File: src/rtl/alu_share_arbiter.sv
// alu_share_arbiter: round-robin sharing of one combinational ALU between
// the execute path (req0) and the address/branch-compare helper (req1).
// One operation in flight; operands and results are registered so the ALU
// is never driven combinationally from requester inputs.
module alu_share_arbiter #(
    parameter int unsigned XLEN    = 32,
    parameter int unsigned RR_INIT = 0
) (
    input  logic            clk,
    input  logic            rst_n,
    input  logic            req0_valid,
    output logic            req0_ready,
    input  logic [XLEN-1:0] req0_a,
    input  logic [XLEN-1:0] req0_b,
    input  logic [3:0]      req0_op,
    input  logic            req1_valid,
    output logic            req1_ready,
    input  logic [XLEN-1:0] req1_a,
    input  logic [XLEN-1:0] req1_b,
    input  logic [3:0]      req1_op,
    output logic            rsp0_valid,
    input  logic            rsp0_ready,
    output logic [XLEN-1:0] rsp0_result,
    output logic            rsp0_zero,
    output logic            rsp1_valid,
    input  logic            rsp1_ready,
    output logic [XLEN-1:0] rsp1_result,
    output logic            rsp1_zero,
    output logic [XLEN-1:0] alu_operand_a,
    output logic [XLEN-1:0] alu_operand_b,
    output logic [3:0]      alu_control,
    input  logic [XLEN-1:0] alu_result,
    input  logic            alu_zero
);

    localparam logic [1:0] ST_IDLE = 2'd0;
    localparam logic [1:0] ST_EXEC = 2'd1;
    localparam logic [1:0] ST_RESP = 2'd2;

    localparam logic RR_INIT_BIT = (RR_INIT != 0);

    logic [1:0]      state_q,   state_d;
    logic [XLEN-1:0] op_a_q,    op_a_d;
    logic [XLEN-1:0] op_b_q,    op_b_d;
    logic [3:0]      op_code_q, op_code_d;
    logic            owner_q,   owner_d;
    logic            rr_ptr_q,  rr_ptr_d;
    logic [XLEN-1:0] res_q,     res_d;
    logic            zf_q,      zf_d;

    logic            winner;
    logic            grant_any;
    logic            rsp_taken;

    // Pick the winner: a lone requester wins, contention goes to rr_ptr
    always_comb begin
        winner = 1'b0;
        if (req0_valid && req1_valid) begin
            winner = rr_ptr_q;
        end else if (req1_valid) begin
            winner = 1'b1;
        end
        grant_any  = rst_n && (state_q == ST_IDLE) && (req0_valid || req1_valid);
        req0_ready = grant_any && !winner;
        req1_ready = grant_any && winner;
    end

    // Next-state and datapath register updates
    always_comb begin
        state_d   = state_q;
        op_a_d    = op_a_q;
        op_b_d    = op_b_q;
        op_code_d = op_code_q;
        owner_d   = owner_q;
        rr_ptr_d  = rr_ptr_q;
        res_d     = res_q;
        zf_d      = zf_q;
        rsp_taken = owner_q ? rsp1_ready : rsp0_ready;
        case (state_q)
            ST_IDLE: begin
                if (grant_any) begin
                    op_a_d    = winner ? req1_a  : req0_a;
                    op_b_d    = winner ? req1_b  : req0_b;
                    op_code_d = winner ? req1_op : req0_op;
                    owner_d   = winner;
                    state_d   = ST_EXEC;
                end
            end
            ST_EXEC: begin
                res_d   = alu_result;
                zf_d    = alu_zero;
                state_d = ST_RESP;
            end
            ST_RESP: begin
                // Pointer moves on completion only, so a grant never skews fairness
                if (rsp_taken) begin
                    rr_ptr_d = ~owner_q;
                    state_d  = ST_IDLE;
                end
            end
            default: state_d = ST_IDLE;
        endcase
    end

    // State registers with synchronous active-low reset
    always_ff @(posedge clk) begin
        if (!rst_n) begin
            state_q   <= ST_IDLE;
            op_a_q    <= '0;
            op_b_q    <= '0;
            op_code_q <= '0;
            owner_q   <= 1'b0;
            rr_ptr_q  <= RR_INIT_BIT;
            res_q     <= '0;
            zf_q      <= 1'b0;
        end else begin
            state_q   <= state_d;
            op_a_q    <= op_a_d;
            op_b_q    <= op_b_d;
            op_code_q <= op_code_d;
            owner_q   <= owner_d;
            rr_ptr_q  <= rr_ptr_d;
            res_q     <= res_d;
            zf_q      <= zf_d;
        end
    end

    // Response channels and registered ALU drive
    always_comb begin
        rsp0_valid    = rst_n && (state_q == ST_RESP) && !owner_q;
        rsp1_valid    = rst_n && (state_q == ST_RESP) &&  owner_q;
        rsp0_result   = res_q;
        rsp1_result   = res_q;
        rsp0_zero     = zf_q;
        rsp1_zero     = zf_q;
        alu_operand_a = op_a_q;
        alu_operand_b = op_b_q;
        alu_control   = op_code_q;
    end

endmodule

File: config.mk
export PLATFORM = sky130hd
export DESIGN_NAME = alu_share_arbiter
export DESIGN_NICKNAME = d
export VERILOG_FILES = /design/src/rtl/alu_share_arbiter.sv
export SDC_FILE = /design/constraint.sdc
export NUM_CORES = 1
export LEC_CHECK = 0
export ABC_AREA = 1
export BUFFER_PORTS_ARGS = -buffer_cell sky130_fd_sc_hd__buf_2
export CAP_MARGIN = 5
export CORE_UTILIZATION = 30
export DETAILED_ROUTE_END_ITERATION = 10
export PLACE_DENSITY = 0.68
export SLEW_MARGIN = 20
export SYNTH_ARGS = -nofsm -noshare
export SYNTH_HDL_FRONTEND = slang
export SYNTH_SLANG_ARGS = --single-unit
File: constraint.sdc
create_clock -name clk -period 2.59 [get_ports clk]
set_input_delay 0.518 -clock clk [delete_from_list [all_inputs] [get_ports clk]]
set_output_delay 0.518 -clock clk [all_outputs]
set_load 0.005 [all_outputs]
==> impl_results.md, run 1 <==
- Net Switching: around 1.2 mW
- Worst-Skew Late Latency: between 300 and 400 ps
- Endpoint class of the critical path: output port
- #FFs+latches synth: roughly 110
- Post-synth cell types: 19
- Antenna violations before repair: 2
- CTS tree: yes
- Cells along the critical path: inv_1 > nand2_2 > nand2_2 > nor2_1 > buf_2
- Period utilisation layout: roughly 80%
- Die area: 16800 um^2
- Pwr Density: 601 nW/um^2
- Final setup fails: 0
- Switching Fraction: around 30%
- Grt total ovfl: 0
- Hold_buf cts: 0
- Mapped Cells: just over 700
- Clock share of power: between 30% and 40%
- RePlAce Congestion: 0.750
- Inst Count DP: 1181
- DRC viols: 0
- Hold WC Path Type: primary input to register
- IO Count: approximately 310
- RR Startpoint: rr_ptr_q
- Power Total: roughly 4 mW
- Total CTS buffers: 9
- Vias in the first global route: around 4800
- Most Frequent Cell on Critical Path: nand2_2
- Maximum vdd drop: approximately 0.00026 V
- DP Wirelength: 11.1 mm
- Post-CTS Setup Inserts: 0
- Warnings, synthesis: 0
- Vias per cell: roughly 4.5
- Clock Path Buffers: 2
- Syn Nets: 902
- Port Buffers: 312
- Routed WL per cell: roughly 13 um
- Fin cells: roughly 1200
- Worst Setup SP: rr_ptr_q
- Routed WL: roughly 16 mm
- WS Path Type: register to output port
- Setup Skew: a little under 7 ps
- Seq/Total Area, Yosys: 43.1%
- TritonCTS sink count: between 100 and 150
- First-pass GRT wire length: ~24 mm
- CTS-repair resized insts: 0
- Remaining antenna violation count: 0
- Synthesized area: roughly 5000 um^2
- Fin nets: roughly 1200
- Slew Viols, Final: 0
- Post-route cell area: about 6600 um^2
- DIE HEIGHT: approximately 130 um
- CTS Root Cell: clkbuf_16
- Highest-count cells in the layout ignoring fill and taps: 312 x buf_2, 278 x nand2_1, 105 x dfxtp_1
- Drt pass-1 iters: 4
- Commonest non-fill, non-tap cell in the layout: buf_2
- RSZ-0062 raised after global routing: false
- Via Count: between 5000 and 6000
- Setup TNS: 0 ps
- DP Area: 6320 um^2
- Total track usage: between 10% and 20%
- Maximum clock frequency: 485 MHz
- Worst rel slew slack: 49.6%
- Clock Pin Slew Worst Setup and Hold Paths: roughly 70 ps
- Fin. Hold Viols: 0
- Initial Utilization: approximately 31%
- Seq pwr share: 45.7%
- Largest net degree at the start of global routing: between 70 and 80
- Worst Setup Start Kind: register
- Crit Path Max Fanout: 24
- Mean Syn Cell Area: 6.71 um^2
- DR iter-0 viols: around 210
- Combinational Power Share: between 20% and 30%
- Arr. time, crit path: 1540 ps
- CORE AREA: approximately 16000 um^2
- Slowest CP cell: dfxtp_1
- Tmin final: ~2100 ps
- Max cap viols: 0
- # rows: 46
- Ratio of cells with drive above 1 in the final layout: a little over a third
- Internal: around 2.8 mW
- CTS H-Tree Depth: 3
- Outcome: completed
- Slew at the pin closest to its max-slew limit: about 760 ps
- CP top delay family: simple AND/OR/NAND/NOR gates
- Die W: between 100 and 150 um
- Critical Path Max Stage Delay: about 340 ps
- Buffers & Inverters on Critical Path: 2
- Worst endpoint required time: around 2100 ps
- Hold wc startpoint: alu_result[27]
- Area growth from synthesis to layout: 35.6%
- Pleak: around 3.5 nW
==> sequential cells by signal (all words and copies together) (netlist names) <==
signal,flops
alu_operand_a,32
alu_operand_b,32
rsp0_result,32
alu_control,4
state_q,2
owner_q,1
rr_ptr_q,1
rsp0_zero,1
==> worst reg2reg max path: cells and delay by family (launching register included) <==
family | cells | cell delay (ps)
DFF | 1 | 320
buffers and inverters | 2 | 440
AOI/OAI and AO/OA | 1 | 120
and+or+nand+nor | 5 | 720
==> power by group through the flow <==
stage | clock network (mW) | registers (mW) | logic (mW)
final | 1.33 | 1.82 | 0.836
after global routing | 1.45 | 1.83 | 0.962
after CTS | 1.38 | 1.82 | 0.848
after detailed placement | 0 | 1.85 | 0.845
after global placement | 0 | 1.85 | 0.843
after floorplan | 0 | 1.86 | 0.495
==> through the flow <==
stage | hold slack [ps] | worst slack [ps] | utilization [%]
after detailed placement | 452 | 533 | 39.8
after global placement | 448 | 565 | 39.8
after floorplan | 461 | 864 | -
after global routing | 428 | 314 | 41.6
final | 418 | 528 | 41.6
after CTS | 401 | 451 | 41.6
==> layout make-up <==
class	count	area, um^2
Antenna cell	2	5.00
Clock buffer	10	239
Clock inverter	6	47.5
Fill cell	1707	9270
Inverter	5	18.8
Multi-Input combinational cell	531	2250
Sequential cell	105	2100
Tap cell	216	270
Timing Repair Buffer	324	1680
==> layer usage <==
layer	wire length, um	vias to the layer above	share of wire, %	track usage [%]
li1	-	2788	-	-
met1	6500	2359	41	20.1
met2	7570	239	48	32.9
met3	1390	17	8.9	5.20
met4	245	2	1.6	6.36
met5	9	-	0.057	0
==> kinds of logic after synthesis <==
kind of cell	after synthesis	share of synthesized area, %
AO/OA/AOI/OAI	105	10.8
flip-flops	105	43.1
AND/OR/NAND/NOR	426	35.4
buffers and inverters	91	10.7
==> synthesized netlist by cell type <==
master / instances / area, um^2
buf_4: 36 / 270
inv_1: 4 / 15.0
nor2_4: 2 / 22.5
buf_1: 2 / 7.51
nand3_1: 69 / 345
clkbuf_1: 21 / 78.8
nand2_2: 2 / 12.5
nor2_2: 1 / 6.26
o21ai_0: 33 / 165
nor3_1: 2 / 10.0
nor2_1: 71 / 267
inv_2: 1 / 3.75
nand2_1: 278 / 1040
buf_2: 25 / 125
o21ai_1: 1 / 5.00
buf_6: 2 / 22.5
dfxtp_1: 105 / 2100
nand3b_4: 1 / 20.0
a21oi_1: 71 / 355
==> worst paths after layout <==
path                             to  slack (ps)  cells after the start
setup reg to reg   alu_operand_a[8]         910                      8
hold / removal      rsp0_result[27]         420                      3
hold reg to reg   alu_operand_b[12]         460                      2
setup / recovery         req1_ready         530                      5
No activity file was read; power rests on OpenSTA's default activity.
==> inputs of run 2 (changes only) <==
--- a/config.mk
+++ b/config.mk
@@ -5,7 +5,7 @@
 export SDC_FILE = /design/constraint.sdc
 export NUM_CORES = 1
 export LEC_CHECK = 0
-export ABC_AREA = 1
+export ABC_AREA = 0
 export BUFFER_PORTS_ARGS = -buffer_cell sky130_fd_sc_hd__buf_2
 export CAP_MARGIN = 5
 export CORE_UTILIZATION = 30
==> constraint.sdc (replaced) <==
create_clock -name clk -period 1.75 [get_ports clk]
set_input_delay 0.35 -clock clk [delete_from_list [all_inputs] [get_ports clk]]
set_output_delay 0.35 -clock clk [all_outputs]
set_load 0.005 [all_outputs]
==> run 2 against run 1 <==
Core utilization decreased by 0.20 points. Via count up 1.9%. The flow now finishes with violations (negative setup slack). Sequential cell count did not move. Cell area grew 13%. Clock skew barely moved. Largest cell class unchanged. Sequential share of layout area decreased by 3.5 points. Die area is 12% higher.
==> impl_results.md, run 2 <==
- Worst Setup Start Kind: register
- Seq/Total Area, Yosys: 38.3% (-4.8 points)
- Critical Path Max Stage Delay: 350 ps (about the same)
- Net Switching: 1.94 mW (+65%)
- CP top delay family: simple AND/OR/NAND/NOR gates
- Setup TNS: -78.6 ps (-78.6 ps)
- Vias per cell: 5.05 (+12%)
- Pleak: 3.18 nW (-9.2%)
- Total track usage: 17.7% (-0.43 points)
- Port Buffers: 312 (unchanged)
- DP Wirelength: 12.2 mm (+9.4%)
- # rows: 49 (+6.5%)
- Clock Pin Slew Worst Setup and Hold Paths: 80 ps (about the same)
- Worst endpoint required time: 1400 ps (-670 ps)
- TritonCTS sink count: 105 (unchanged)
- Worst-Skew Late Latency: 350 ps (about the same)
- Mean Syn Cell Area: 9.05 um^2 (+35%)
- Die area: 18800 um^2 (+12%)
- Crit Path Max Fanout: 5 (-79%)
- Arr. time, crit path: 1460 ps (-80 ps)
- PnR worst setup slack: -61.8 ps (-590 ps)
- #FFs+latches synth: 105 (unchanged)
- CTS Root Cell: clkbuf_16
- Commonest non-fill, non-tap cell in the layout: buf_2
- Worst slack, placed: 76.4 ps (-456 ps)
- Met1 usage: 19.8% (-0.33 points)
- Synthesized area: 5490 um^2 (+12%)
- Area growth from synthesis to layout: 35.6% (about the same)
- DR iter-0 viols: 258 (+21%)
- Final setup fails: 2 (+2)
- Met3 usage: 5.70% (+0.50 points)
- Fin cells: 1091 (-9.0%)
- Post-synth cell types: 23 (+4)
- Power Total: 6.58 mW (+65%)
- CTS H-Tree Depth: 3 (unchanged)
- Maximum clock frequency: 552 MHz
- CTS tree: yes
- Hold WS: 224 ps (-194 ps)
- Max cap viols: 0 (unchanged)
- Pwr Density: 884 nW/um^2 (+47%)
- Tmin final: 1810 ps
- Ratio of cells with drive above 1 in the final layout: 50.6% (+15 points)
- Highest-count cells in the layout ignoring fill and taps: 312 x buf_2, 105 x a21oi_1, 103 x dfxtp_1
- Buffers & Inverters on Critical Path: 2 (unchanged)
- CORE AREA: 18000 um^2 (+13%)
- Die W: 137 um (+6.0%)
- Period utilisation layout: 104%
- Total CTS buffers: 9 (unchanged)
- Synth Flop Type: dfxtp_1
- XOR/XNOR share of the synthesized area: 0% (unchanged)
- Seq pwr share: 41.4% (-4.3 points)
- Main combinational cell family by area after synthesis: compound AO/OA/AOI/OAI gates
- Clock share of power: 33.4% (about the same)
- Largest net degree at the start of global routing: 67 (-5.6%)
- Multiplexer share of the synthesized area: 0.182% (+0.18 points)
- Top post-synthesis cells by count: 105 x a21oi_1, 105 x dfxtp_1, 70 x nand3b_1
- Syn Nets: 781 (-13%)
- Compound-cell area share of the yosys netlist: 34.8% (+24 points)
- Antenna violations before repair: 5 (+3)
- Switching Fraction: 29.5% (about the same)
- Clock Path Buffers: 2 (unchanged)
- GRT met2 Usage: 30.7% (-2.2 points)
- Drt pass-1 iters: 8 (+4)
- Slowest CP cell: dfxtp_2
- Warnings, synthesis: 0 (unchanged)
- Failing checks: negative setup slack
- Remaining antenna violation count: 0 (unchanged)
- Mapped Cells: 606 (-17%)
- Combinational Power Share: 25.2% (+4.2 points)
- Hold WC Path Type: primary input to register
- Via Count: 5507 (+1.9%)
- RSZ-0062 raised after global routing: true
- Setup Skew: 6.67 ps (-0.150 ps)
- RePlAce Congestion: 0.768 (+2.4%)
- DIE HEIGHT: 137 um (+6.0%)
- Cells along the critical path: nor3b_4 > buf_4 > and2_4 > o21a_1 > buf_2
- Synth area leader: dfxtp_1
- WS Path Type: register to output port
- Initial Utilization: 30.5% (-0.16 points)
- Endpoint class of the critical path: output port
- Grt total ovfl: 0 (unchanged)
- Maximum vdd drop: 0.000440 V (+68%)
- Outcome: finished with violations
- IO Count: 313 (unchanged)
- Vias in the first global route: 4870 (+2.1%)
- Grt peak-use layer: met2
- Slew Viols, Final: 0 (unchanged)
- Number of synthesized flops with an enable pin: 0 (unchanged)
- Fraction of registers with async set/reset: 0% (unchanged)
- First-pass GRT wire length: 25.6 mm (+8.0%)
- Routed WL per cell: 15.9 um (+21%)
- Post-synth top area share: 38.3% (-4.8 points)
- Internal: 4.64 mW (+66%)
- Post-Synth Simple-Gate Area: 15.5% (-20 points)
- Post-synthesis adder-cell area fraction: 0% (unchanged)
- Fin nets: 1028 (-11%)
- Slew at the pin closest to its max-slew limit: 432 ps (-324 ps)
- Worst rel slew slack: 71.2% (+22 points)
- Inst Count DP: 1065 (-9.8%)
- DRC viols: 0 (unchanged)
- Fin. Hold Viols: 0 (unchanged)
- Routed WL: 17.4 mm (+10%)
- Synth top area cells: dfxtp_1 38%, a311oi_2 19%, a21oi_1 9.6%
## run 2: cell types whose count changed after synthesis, sizes merged, moves of 3 or more
cell,previous run,this run
nand2,280,67
nor2,74,2
nand3,69,0
nand3b,1,70
a311oi,0,68
a21oi,71,105
o21ai,34,68
clkbuf,21,53
buf,65,52
nor2b,0,3
## run 2: power groups by stage
stage | sequential, mW | clock (mW) | combinational [mW]
final | 2.73 | 2.20 | 1.66
after floorplan | 2.79 | 0 | 1.01
after global placement | 2.77 | 0 | 1.64
after CTS | 2.73 | 2.27 | 1.68
after detailed placement | 2.78 | 0 | 1.66
after global routing | 2.76 | 2.38 | 1.84
## run 2: kinds of logic (layout without fill, tap and decap cells)
| logic type | after synthesis | after routing |
|---|---|---|
| AND/OR/NAND/NOR | 147 | 147 |
| flip-flops | 105 | 105 |
| buffers and inverters | 109 | 361 |
| multiplexers | 1 | 1 |
| other | 0 | 4 |
| AO/OA/AOI/OAI | 244 | 244 |
## run 2: area by class of cell
| class | count | area, um^2 |
|---|---|---|
| fill | 1808 | 10500 |
| multi-input combinational | 392 | 2780 |
| sequential | 105 | 2110 |
| timing repair buffer | 341 | 1920 |
| tap | 229 | 287 |
| clock buffer | 12 | 267 |
| clock inverter | 4 | 56.3 |
| inverter | 4 | 17.5 |
| antenna | 4 | 10.0 |
## run 2: worst paths after layout
check | from | to | slack [ps] | cells past startpoint
min reg2reg | rsp0_result[3] | rsp0_result[3] | 460 | 2
max | state_q[1] | req0_ready | -60 | 5
max reg2reg | state_q[1] | alu_operand_b[30] | 160 | 6
min | alu_result[14] | rsp0_result[14] | 220 | 3
## run 2: repair_timing
action                                  in CTS  in global routing
gates resized for setup                      4                  2
gates cloned                                 0                  0
setup buffers                                5                  1
endpoints found under the hold margin        0                  0
pin swaps                                    2                  1
hold buffers                                 0                  0
endpoints found under the setup margin       3                  9
## run 2: worst register-to-register path: cells and delay by family, from the launching register on
kind / cells / cell delay [ps]
AO/OA/AOI/OAI: 1 / 150
flip-flops: 1 / 350
buffers and inverters: 3 / 580
AND/OR/NAND/NOR: 2 / 380
## run 2: through the flow
step,cell area (um^2),util (%)
after detailed placement,7050,39.2
after CTS,7420,41.3
final,7440,41.4
after floorplan,5490,-
after global placement,7050,39.2
after global routing,7440,41.4
## run 2: metal layers
layer	share of wire, %	vias to the layer above	wire, um
met5	0.075	-	13
met4	2.3	2	405
met3	8.4	23	1470
met2	50	230	8620
met1	39	2568	6860
li1	-	2684	-
==> inputs of run 3 (changes only) <==
--- a/config.mk
+++ b/config.mk
@@ -10,7 +10,7 @@
 export CAP_MARGIN = 5
 export CORE_UTILIZATION = 30
 export DETAILED_ROUTE_END_ITERATION = 10
-export PLACE_DENSITY = 0.68
+export PLACE_DENSITY_LB_ADDON = 0.15
 export SLEW_MARGIN = 20
 export SYNTH_ARGS = -nofsm -noshare
 export SYNTH_HDL_FRONTEND = slang
==> run 3 against run 2 <==
The flow now finishes without violations. Sequential power about the same. Highest routed layer is now met4. Clock skew up 2.0 ps. Critical path type unchanged. Fmax rose by 6.2%. Setup slack gained 110 ps. Via count fell by 2.2%. Largest cell class unchanged.
==> impl_results.md, run 3 (synthesis results as in run 2) <==
- Routed WL: 18.7 mm (+7.9%)
- Clock Pin Slew Worst Setup and Hold Paths: 70 ps (about the same)
- Worst slack, placed: 109 ps (+32.8 ps)
- CORE AREA: 18000 um^2 (unchanged)
- Hold endpoint: rsp0_result[8]
- CTS Root Cell: clkbuf_16
- Routed WL per cell: 17.2 um (+8.0%)
- Max cap viols: 0 (unchanged)
- Filler instances: 1880 (+4.0%)
- Hold wc startpoint: alu_result[8]
- RR Startpoint: rr_ptr_q
- Reg2Reg Depth: 5 (-1)
- RR Endpoint: alu_operand_b[9]
- Maximum vdd drop: 0.000437 V (-0.73%)
- Initial Utilization: 30.5% (unchanged)
- Worst rel slew slack: 72.0% (+0.80 points)
- # rows: 49 (unchanged)
- Hold_buf cts: 0 (unchanged)
- IO Count: 313 (unchanged)
- Tmin final: 1710 ps (-106 ps)
- Setup TNS: 0 ps (+78.6 ps)
- DP Wirelength: 12.4 mm (+1.7%)
- Vias in the first global route: 5029 (+3.3%)
- RSZ-0062 raised after global routing: true
- Maximum clock frequency: 586 MHz (+6.2%)
- Pleak: 3.19 nW (+0.24%)
- Die W: 137 um (unchanged)
- Highest-count cells in the layout ignoring fill and taps: 312 x buf_2, 105 x a21oi_1, 103 x dfxtp_1
- Outcome: completed
- DIE HEIGHT: 137 um (unchanged)
- Slew Viols, Final: 0 (unchanged)
- PnR worst setup slack: 43.7 ps (+106 ps)
- Grt total ovfl: 0 (unchanged)
- Endpoint class of the critical path: output port
- Area growth from synthesis to layout: 35.9%
- Period utilisation layout: 97.5% (-6.0 points)
- Worst endpoint required time: 1400 ps (about the same)
- Antenna violations before repair: 1 (-4)
- DR iter-0 viols: 185 (-28%)
- Pwr Density: 861 nW/um^2 (-2.6%)
- Clock Path Buffers: 2 (unchanged)
- Hold WC Path Type: primary input to register
- Worst Setup Start Kind: register
- Fin nets: 1030 (+0.19%)
- Reg area: 2100 um^2 (-0.12%)
- Fin. Hold Viols: 0 (unchanged)
- Power Total: 6.42 mW (-2.4%)
- TritonCTS sink count: 105 (unchanged)
- Final setup fails: 0 (-2)
- Hold WS: 239 ps (+14.5 ps)
- Arr. time, crit path: 1360 ps (-100 ps)
- Vias per cell: 4.94 (-2.1%)
- Ratio of cells with drive above 1 in the final layout: 50.5% (-0.12 points)
- Commonest non-fill, non-tap cell in the layout: buf_2
- First-pass GRT wire length: 27.6 mm (+7.7%)
- Setup slack, reg-to-reg: 190 ps (+30 ps)
- WS Path Type: register to output port
- Total CTS buffers: 9 (unchanged)
- CTS tree: yes
- Worst-Skew Late Latency: 350 ps (about the same)
- Crit Path Max Fanout: 17 (+12)
- Final core occ: 41.5% (+0.098 points)
- DP Area: 7090 um^2 (+0.57%)
- Post-route cell area: 7460 um^2 (+0.24%)
- Die area: 18800 um^2 (unchanged)
- Largest net degree at the start of global routing: 69 (+3.0%)
- RePlAce Congestion: 0.707 (-7.8%)
- Inst Count DP: 1067 (+0.19%)
- DRC viols: 0 (unchanged)
- Via Count: 5387 (-2.2%)
- Drt pass-1 iters: 4 (-4)
- Hold path cells: 3 (unchanged)
- Port Buffers: 312 (unchanged)
- Slew at the pin closest to its max-slew limit: 420 ps (-11.9 ps)
- Area of the multi-input gates: 2780 um^2 (unchanged)
- CTS H-Tree Depth: 3 (unchanged)
- Remaining antenna violation count: 0 (unchanged)
- Setup Skew: 8.67 ps (+2.00 ps)
- Total track usage: 19.1% (+1.5 points)
- Fin cells: 1090 (-0.092%)
==> run 3: changes by cell type in the layout (fill, tap and decap cells not counted), sizes merged <==
cell | before | now
bufbuf | 0 | 1
bufinv | 1 | 0
clkbuf | 12 | 13
clkinv | 1 | 2
clkinvlp | 0 | 2
diode | 4 | 1
inv | 6 | 4
==> run 3: per-layer routing <==
metal  vias up  GRT usage (%)  share of wire (%)
met1      2486           23.2                 43
met2       206           32.6                 49
met5         -              0                  0
li1       2682              -                  -
met3        13           5.56                7.5
met4         0           5.68                1.0
==> run 3: cell type report <==
type,count,share of cell area (%)
inverter,4,0.235
timing repair buffer,343,26.7
antenna,1,0.0336
sequential,105,28.2
tap,229,3.84
clock buffer,12,3.30
multi-input combinational,392,37.3
clock inverter,4,0.386
==> run 3: where the power goes <==
group | leakage [nW] | switching [mW] | internal, mW
Combinational | 2.19 | 0.902 | 0.838
Clock | 0.129 | 0.939 | 1.01
Sequential | 0.864 | 0.129 | 2.61
==> run 3: worst max-delay path: stages (launching register included) <==
cell and delay (ps):
dfxtp_1 470, nor2b_4 100, buf_12 160, o21a_1 160
buf_2 120
==> run 3: worst max-delay path by stage <==
stage                     from    endpoint  cells after the start
floorplan           req1_valid  req0_ready                      7
finish                rr_ptr_q  req0_ready                      4
global route        state_q[0]  req1_ready                      5
CTS                   rr_ptr_q  req0_ready                      4
global placement    req1_valid  req0_ready                      5
detailed placement  req1_valid  req0_ready                      5
==> run 3: repair_timing <==
| action | in CTS | in global routing |
|---|---|---|
| endpoints found under the hold margin | 0 | 0 |
| setup buffers | 3 | 1 |
| setup endpoints to repair | 2 | 3 |
| pin swaps | 1 | 1 |
| gates resized for setup | 2 | 1 |
| cloned | 1 | 1 |
